File: src/rtl/accel_pkg.sv
// Register map, CTRL bit positions and FSM state encoding for the accelerator host sequencer.
package accel_pkg;

  localparam int unsigned REG_CTRL   = 0;
  localparam int unsigned REG_RESULT = 1;
  localparam int unsigned REG_OPA    = 2;
  localparam int unsigned REG_OPB    = 3;

  localparam int unsigned CTRL_START_BIT = 0;
  localparam int unsigned CTRL_CLR_BIT   = 1;

  localparam logic [31:0] CTRL_START = 32'd1 << CTRL_START_BIT;
  localparam logic [31:0] CTRL_CLR   = 32'd1 << CTRL_CLR_BIT;

  typedef enum logic [2:0] {
    S_IDLE,
    S_WR_A,
    S_WR_B,
    S_START,
    S_WAIT_IRQ,
    S_CLEAR,
    S_RESP
  } state_e;

endpackage

File: src/rtl/accel_host_seq.sv
// Sequences one A+B job onto the accelerator register bus: load operands, start,
// wait for done (with timeout), clear done, then hold the result until consumed.
module accel_host_seq
  import accel_pkg::*;
#(
  parameter int TIMEOUT_CYC = 1000,
  parameter int ADDR_W      = 4
) (
  input  logic              clk,
  input  logic              rst_n,
  input  logic              job_valid,
  output logic              job_ready,
  input  logic [31:0]       job_a,
  input  logic [31:0]       job_b,
  output logic              res_valid,
  input  logic              res_ready,
  output logic [31:0]       res_data,
  output logic              res_err,
  output logic              bus_wr_en,
  output logic [ADDR_W-1:0] bus_addr,
  output logic [31:0]       bus_wr_data,
  input  logic [31:0]       bus_rd_data,
  input  logic              bus_irq,
  output logic [15:0]       jobs_done
);

  localparam logic [15:0] CNT_LAST = 16'(TIMEOUT_CYC - 1);

  state_e      state_q, state_d;
  logic [15:0] cnt_q, cnt_d;
  logic [31:0] a_q, a_d, b_q, b_d;
  logic [31:0] res_q, res_d;
  logic        err_q, err_d;
  logic [15:0] jobs_q, jobs_d;

  always_ff @(posedge clk or negedge rst_n) begin
    if (!rst_n) begin
      state_q <= S_IDLE;
      cnt_q   <= '0;
      a_q     <= '0;
      b_q     <= '0;
      res_q   <= '0;
      err_q   <= 1'b0;
      jobs_q  <= '0;
    end else begin
      state_q <= state_d;
      cnt_q   <= cnt_d;
      a_q     <= a_d;
      b_q     <= b_d;
      res_q   <= res_d;
      err_q   <= err_d;
      jobs_q  <= jobs_d;
    end
  end

  always_comb begin
    state_d     = state_q;
    cnt_d       = cnt_q;
    a_d         = a_q;
    b_d         = b_q;
    res_d       = res_q;
    err_d       = err_q;
    jobs_d      = jobs_q;
    job_ready   = 1'b0;
    res_valid   = 1'b0;
    bus_wr_en   = 1'b0;
    bus_addr    = '0;
    bus_wr_data = '0;
    case (state_q)
      S_IDLE: begin
        // gated so the bench/host never sees ready while reset is held
        job_ready = rst_n;
        if (job_valid) begin
          a_d     = job_a;
          b_d     = job_b;
          state_d = S_WR_A;
        end
      end
      S_WR_A: begin
        bus_wr_en   = 1'b1;
        bus_addr    = ADDR_W'(REG_OPA);
        bus_wr_data = a_q;
        state_d     = S_WR_B;
      end
      S_WR_B: begin
        bus_wr_en   = 1'b1;
        bus_addr    = ADDR_W'(REG_OPB);
        bus_wr_data = b_q;
        state_d     = S_START;
      end
      S_START: begin
        bus_wr_en   = 1'b1;
        bus_addr    = ADDR_W'(REG_CTRL);
        bus_wr_data = CTRL_START;
        cnt_d       = '0;
        state_d     = S_WAIT_IRQ;
      end
      S_WAIT_IRQ: begin
        // irq already high on entry is trusted: RESULT was updated on the start edge
        bus_addr = ADDR_W'(REG_RESULT);
        if (bus_irq) begin
          res_d   = bus_rd_data;
          err_d   = 1'b0;
          state_d = S_CLEAR;
        end else if (cnt_q == CNT_LAST) begin
          res_d   = '0;
          err_d   = 1'b1;
          state_d = S_CLEAR;
        end else begin
          cnt_d = cnt_q + 16'd1;
        end
      end
      S_CLEAR: begin
        bus_wr_en   = 1'b1;
        bus_addr    = ADDR_W'(REG_CTRL);
        bus_wr_data = CTRL_CLR;
        state_d     = S_RESP;
      end
      S_RESP: begin
        res_valid = 1'b1;
        if (res_ready) begin
          jobs_d  = jobs_q + 16'd1;
          state_d = S_IDLE;
        end
      end
      default: state_d = S_IDLE;
    endcase
  end

  assign res_data  = res_q;
  assign res_err   = err_q;
  assign jobs_done = jobs_q;

endmodule

File: config.mk
export PLATFORM = sky130hd
export DESIGN_NAME = accel_host_seq
export DESIGN_NICKNAME = d
export VERILOG_FILES = /design/src/rtl/accel_pkg.sv /design/src/rtl/accel_host_seq.sv
export SDC_FILE = /design/constraint.sdc
export NUM_CORES = 1
export LEC_CHECK = 0
export BUFFER_PORTS_ARGS = -buffer_cell sky130_fd_sc_hd__buf_2
export CORE_MARGIN = 2
export CORE_UTILIZATION = 31
export CTS_CLUSTER_DIAMETER = 200
export DETAILED_ROUTE_END_ITERATION = 6
export RECOVER_POWER = 100
export SLEW_MARGIN = 20
export SYNTH_ARGS = -nofsm -noshare
export SYNTH_HDL_FRONTEND = slang
export SYNTH_SLANG_ARGS = --single-unit
File: constraint.sdc
create_clock -name clk -period 4.65 [get_ports clk]
set_input_delay 0.465 -clock clk [delete_from_list [all_inputs] [get_ports clk]]
set_output_delay 0.465 -clock clk [all_outputs]
set_load 0.01 [all_outputs]
Yosys cells after proc, flatten, opt, wreduce, memory -nomap -nowiden

Cells that the tools add are included.

Flip-flop bits (word level): 132
Input port bits: 101

$add $sub $neg: 2
Equal/unequal tests: 12
Muxes and demuxes: 17
Reduce and logical (&&, ||, !) cells: 9

Operator list:

| cell                                                  | count |
|---|---|
| case mux 32 bit (4 select lines)                      | 1 |
| two-way mux 32 bit                                    | 2 |
| adder 16 x 1 -> 16 bit, second input constant         | 2 |
| two-way mux 16 bit                                    | 2 |
| case mux 16 bit (2 select lines)                      | 1 |
| case mux 3 bit (7 select lines)                       | 1 |
| equality test 16 x 10 -> 1 bit, second input constant | 1 |
| two-way mux 3 bit                                     | 4 |
| equality test 3 bit, second input constant            | 3 |
| != test 2 bit, second input constant                  | 4 |
| equality test 3 x 2 -> 1 bit, second input constant   | 2 |
| case mux 2 bit (3 select lines)                       | 1 |
| AND reduction 2 bit                                   | 3 |
| AND reduction 3 bit                                   | 2 |
| two-way mux 1 bit                                     | 5 |
| nonzero test 2 bit                                    | 2 |
| OR reduction 4 bit                                    | 1 |
| equality test 3 x 1 -> 1 bit, second input constant   | 1 |
| zero test 3 bit                                       | 1 |
| != test 3 bit, second input constant                  | 1 |

Depth between registers and ports, before layout

Word-level depth: 4
Gate-level depth with buffers: 7

Worst setup path after synthesis

No wires, ideal clock.

Path type: register -> register
From: register cnt_q[4]
To: register res_q[10], in the netlist res_data[10]
Arrival: 1982 ps
Path slack: 2547 ps
Cell stages (with the launch flop): 7
Clock period less this slack: 2103 ps
Cells stage by stage: dfrtp_1 buf_2 or4_4 o41ai_4 nand2_2 buf_2 a22o_1

Word-level cells in the longest chain between the ends: 3

RTL lines:

| what                           | line                  | RTL |
|---|---|---|
| start, declared                | accel_host_seq.sv:30  | `logic [15:0] cnt_q, cnt_d;` |
| start signal, assigned         | accel_host_seq.sv:47  | `cnt_q <= cnt_d;` |
| equality test 16 x 10 -> 1 bit | accel_host_seq.sv:105 | `end else if (cnt_q == CNT_LAST) begin` |
| nonzero test 2 bit (no line)   | -                     |  |
| AND reduction 2 bit (no line)  | -                     |  |
| end signal, assigned           | accel_host_seq.sv:50  | `res_q <= res_d;` |
| end, declared                  | accel_host_seq.sv:32  | `logic [31:0] res_q, res_d;` |

Every way passes these cells.
A chain may end at the register's enable or synchronous reset.

Worst setup path in the final report

From: register state_q[2]
To: register a_q[13]

Word-level cells in the longest chain between the ends: 2

RTL lines:

| what                          | line                 | RTL |
|---|---|---|
| start, declared               | accel_host_seq.sv:29 | `state_e state_q, state_d;` |
| start signal, assigned        | accel_host_seq.sv:46 | `state_q <= state_d;` |
| zero test 3 bit               | accel_host_seq.sv:69 | `case (state_q)` |
| AND reduction 2 bit (no line) | -                    |  |
| end signal, assigned          | accel_host_seq.sv:40 | `a_q <= '0;` |
| end signal, assigned          | accel_host_seq.sv:48 | `a_q <= a_d;` |
| end, declared                 | accel_host_seq.sv:31 | `logic [31:0] a_q, a_d, b_q, b_d;` |

Every way passes these cells.

==> run metrics <==
worst path arrival time 3.71 ns; Syn-to-layout area delta 27.80%; Bufs on Longest Clock Path 2; Netlist cell types 40; DR vias 4,411; FP Rows 49; Hold Buf Count CTS 0; Worst setup EP type flop; first-pass GRT wire length 24,680 um; Worst Reg2Reg Path Length in Cells 4; CP max FO 37; Mapped Cells 453; clock power share 0.262; Die X 139.0 um; die height approximately 140 um; Post-CTS Setup Inserts 0; number of global-route vias before repair around 4,800; RR Endpoint a_q[13]; wire length after detailed routing 14,830 um; Clock Latency Late Sink just over 0.4 ns; Reg-to-Reg Start state_q[2]; EDFF count, synth 0; WS Path Type flop to flop; Worst Setup Start Kind flop; register area share after synthesis 0.5843; failing checks max-capacitance violations, max-slew violations; Remaining Overflow, GRT 0; Detailed Route Iter0 Violations 213; R2R setup slack 1.23 ns; DIE AREA between 15,000 and 20,000 um^2; Antenna Violating Nets Remaining 0; Flop pwr share 0.408; sw frac 0.3445; Hold Crit Endpoint res_data[19]; syn avg cell area 12.48 um^2; Initial Util 0.3158; leak pwr 3.253 nW; DRC 0; Synth top area share 0.5843; Max transition margin -0.6904; GRT Total Usage 0.1582; Via-to-Cell Ratio 5.018; combinational power share 0.330; Required @ worst endpoint 4.94 ns; half-perimeter wire length after placement 10,690 um; initial antenna violation count 1; Final Hold Vio Count 0; asr flop ratio synth 1.000; RSZ-0062 raised after global routing false; skew final between 0.009 and 0.01 ns; CTS tree done; H-tree levels 4; cell taking the most area after synthesis dfrtp_1; root cell of the clock tree clkbuf_16; post-CTS resize count 0; Slew Viols, Final 107; crit path time final 3.419 ns; Hold Crit Start bus_rd_data[19]; final cycle utilization of the critical path 0.7353; TNS Setup 0 ns; # IOs ~190; Cell Area, Synth between 5000 and 6000 um^2; # setup viols final 0; Nets 739; WHS Path Cells 2; Max-cap violations 3; Seq cells post-synth between 100 and 150; largest net degree at the start of global routing 60; fill cell count 1,778; Pwr Density 648.8 nW/um^2; final core occ 0.4036; status finished, violations left; # clock sinks 132; Int Power a little over 0.003 W; final RePlAce weighted congestion 0.8645; Max IR drop VDD 0.3309 mV; main flop type after synthesis dfrtp_1; Worst-Margin Slew 2.536 ns; core area 17,900 um^2; First-pass DRT Iterations 5; share of cells above drive strength 1 0.3174; top cells by area, synth dfrtp_1 (58%), mux2_2 (13%), a22o_1 (9.6%), o21ai_0 (1.7%), nand2_1 (1.6%); Hold Crit Class input pin to flop; Net Switching ~0.0016 W; Synth Warn # 0; routed wire length per instance 16.87 um; CTS Buf Count 17; CTS clk-pin slew, worst paths 0.06 ns; Fmax 0.2925 GHz; Port Buf Inserts 186
## flip-flops by register name, indices dropped and copies added, names as in the netlist
signal / cells
res_err: 1
jobs_done: 16
state_q: 3
cnt_q: 16
a_q: 32
res_data: 32
b_q: 32
## power groups by stage
stage / sequential (W) / clock (W) / combinational (W)
2_1_floorplan: 0.00188 / 0 / 0.00105
5_1_grt: 0.00198 / 0.00133 / 0.00170
4_1_cts: 0.00191 / 0.00127 / 0.00166
6_report: 0.00191 / 0.00123 / 0.00155
3_3_place_gp: 0.00190 / 0 / 0.00161
3_5_place_dp: 0.00192 / 0 / 0.00165
## cell usage after synthesis, drive strengths merged (7+ instances only)
library cell / n
nand4: 11
buf: 8
xnor2: 8
mux2: 65
xor2: 7
dfrtp: 132
nor2: 24
a21oi: 7
a22o: 62
clkbuf: 21
nand2: 25
nand3: 14
o21ai: 22
## cell usage in the layout, fill, tap and decap left out, types with 2 or more instances in the layout
cell type / instances
dfrtp_1: 132
buf_2: 100
clkbuf_1: 89
mux2_2: 65
a22o_1: 62
nand2_1: 24
o21ai_0: 22
nor2_1: 21
clkbuf_16: 17
nand3_1: 14
nand4_1: 11
xnor2_1: 8
a21oi_1: 7
xor2_1: 7
and3_1: 6
inv_1: 5
nor3_1: 5
a31oi_1: 5
clkinv_2: 4
clkinv_4: 4
buf_4: 4
clkbuf_8: 3
nor2_2: 2
and2_1: 2
o41ai_1: 2
and4_1: 2
o31ai_1: 2
mux2i_1: 2
ha_1: 2
conb_1: 2
clkinvlp_4: 2
## layer usage
layer / GRT usage / routed length (um)
met4: 0.04944 / 193
met5: 0 / 11
met1: 0.1861 / 5926
met3: 0.07148 / 1537
met2: 0.2600 / 7165
## area by class of cell
cell class | count | area, um^2 | share of cell area
diodes | 1 | 2.502 | 0.0003464
inverters | 5 | 18.77 | 0.002598
well taps | 229 | 286.5 | 0.03966
clock buffers | 21 | 470.5 | 0.06512
flip-flops and latches | 132 | 3303 | 0.4572
multi-input cells | 288 | 2203 | 0.3050
repair buffers | 192 | 860.8 | 0.1192
clock inverters | 11 | 78.83 | 0.01091
## how the worst max path moves through the flow
stage / from / end / slack, ns
detailed placement: state_q[2] / b_q[10] / 1.97
floorplan: cnt_q[4] / res_data[10] / 2.55
global placement: state_q[1] / bus_wr_data[3] / 2.00
CTS: state_q[1] / bus_wr_data[4] / 1.90
global route: rst_n / job_ready / 1.01
finish: state_q[2] / a_q[13] / 1.23
## cell families after synthesis
kind of cell | after synthesis | synth area share
mux | 67 | 0.1330
flops | 132 | 0.5843
xor+xnor | 15 | 0.02324
buf+inv | 34 | 0.02501
simple gates | 95 | 0.08301
fa+ha+maj | 2 | 0.004426
compound gates | 107 | 0.1463
other cells | 1 | 0.0006634
## per-stage QoR
step           setup slack [ns]  std cells  hold WS (ns)  total power, W  instance area [um^2]
2_1_floorplan             2.547        454        0.1694        0.002929                  5657
3_3_place_gp              2.004        846        0.4517        0.003505                  6808
6_report                  1.231        879        0.2710        0.004687                  7224
4_1_cts                   1.896        878       0.07350        0.004839                  7362
3_5_place_dp              1.972        846        0.4514        0.003577                  6813
5_1_grt                   1.006        878        0.2539        0.005009                  7222
## worst max-delay path, stage by stage, from the launching register on
cell and delay, ns:
dfrtp_1 0.58, nor3_1 0.32, and2_2 0.75, clkbuf_1 1.18, mux2_2 0.44
(Power assumes the default switching activity.)
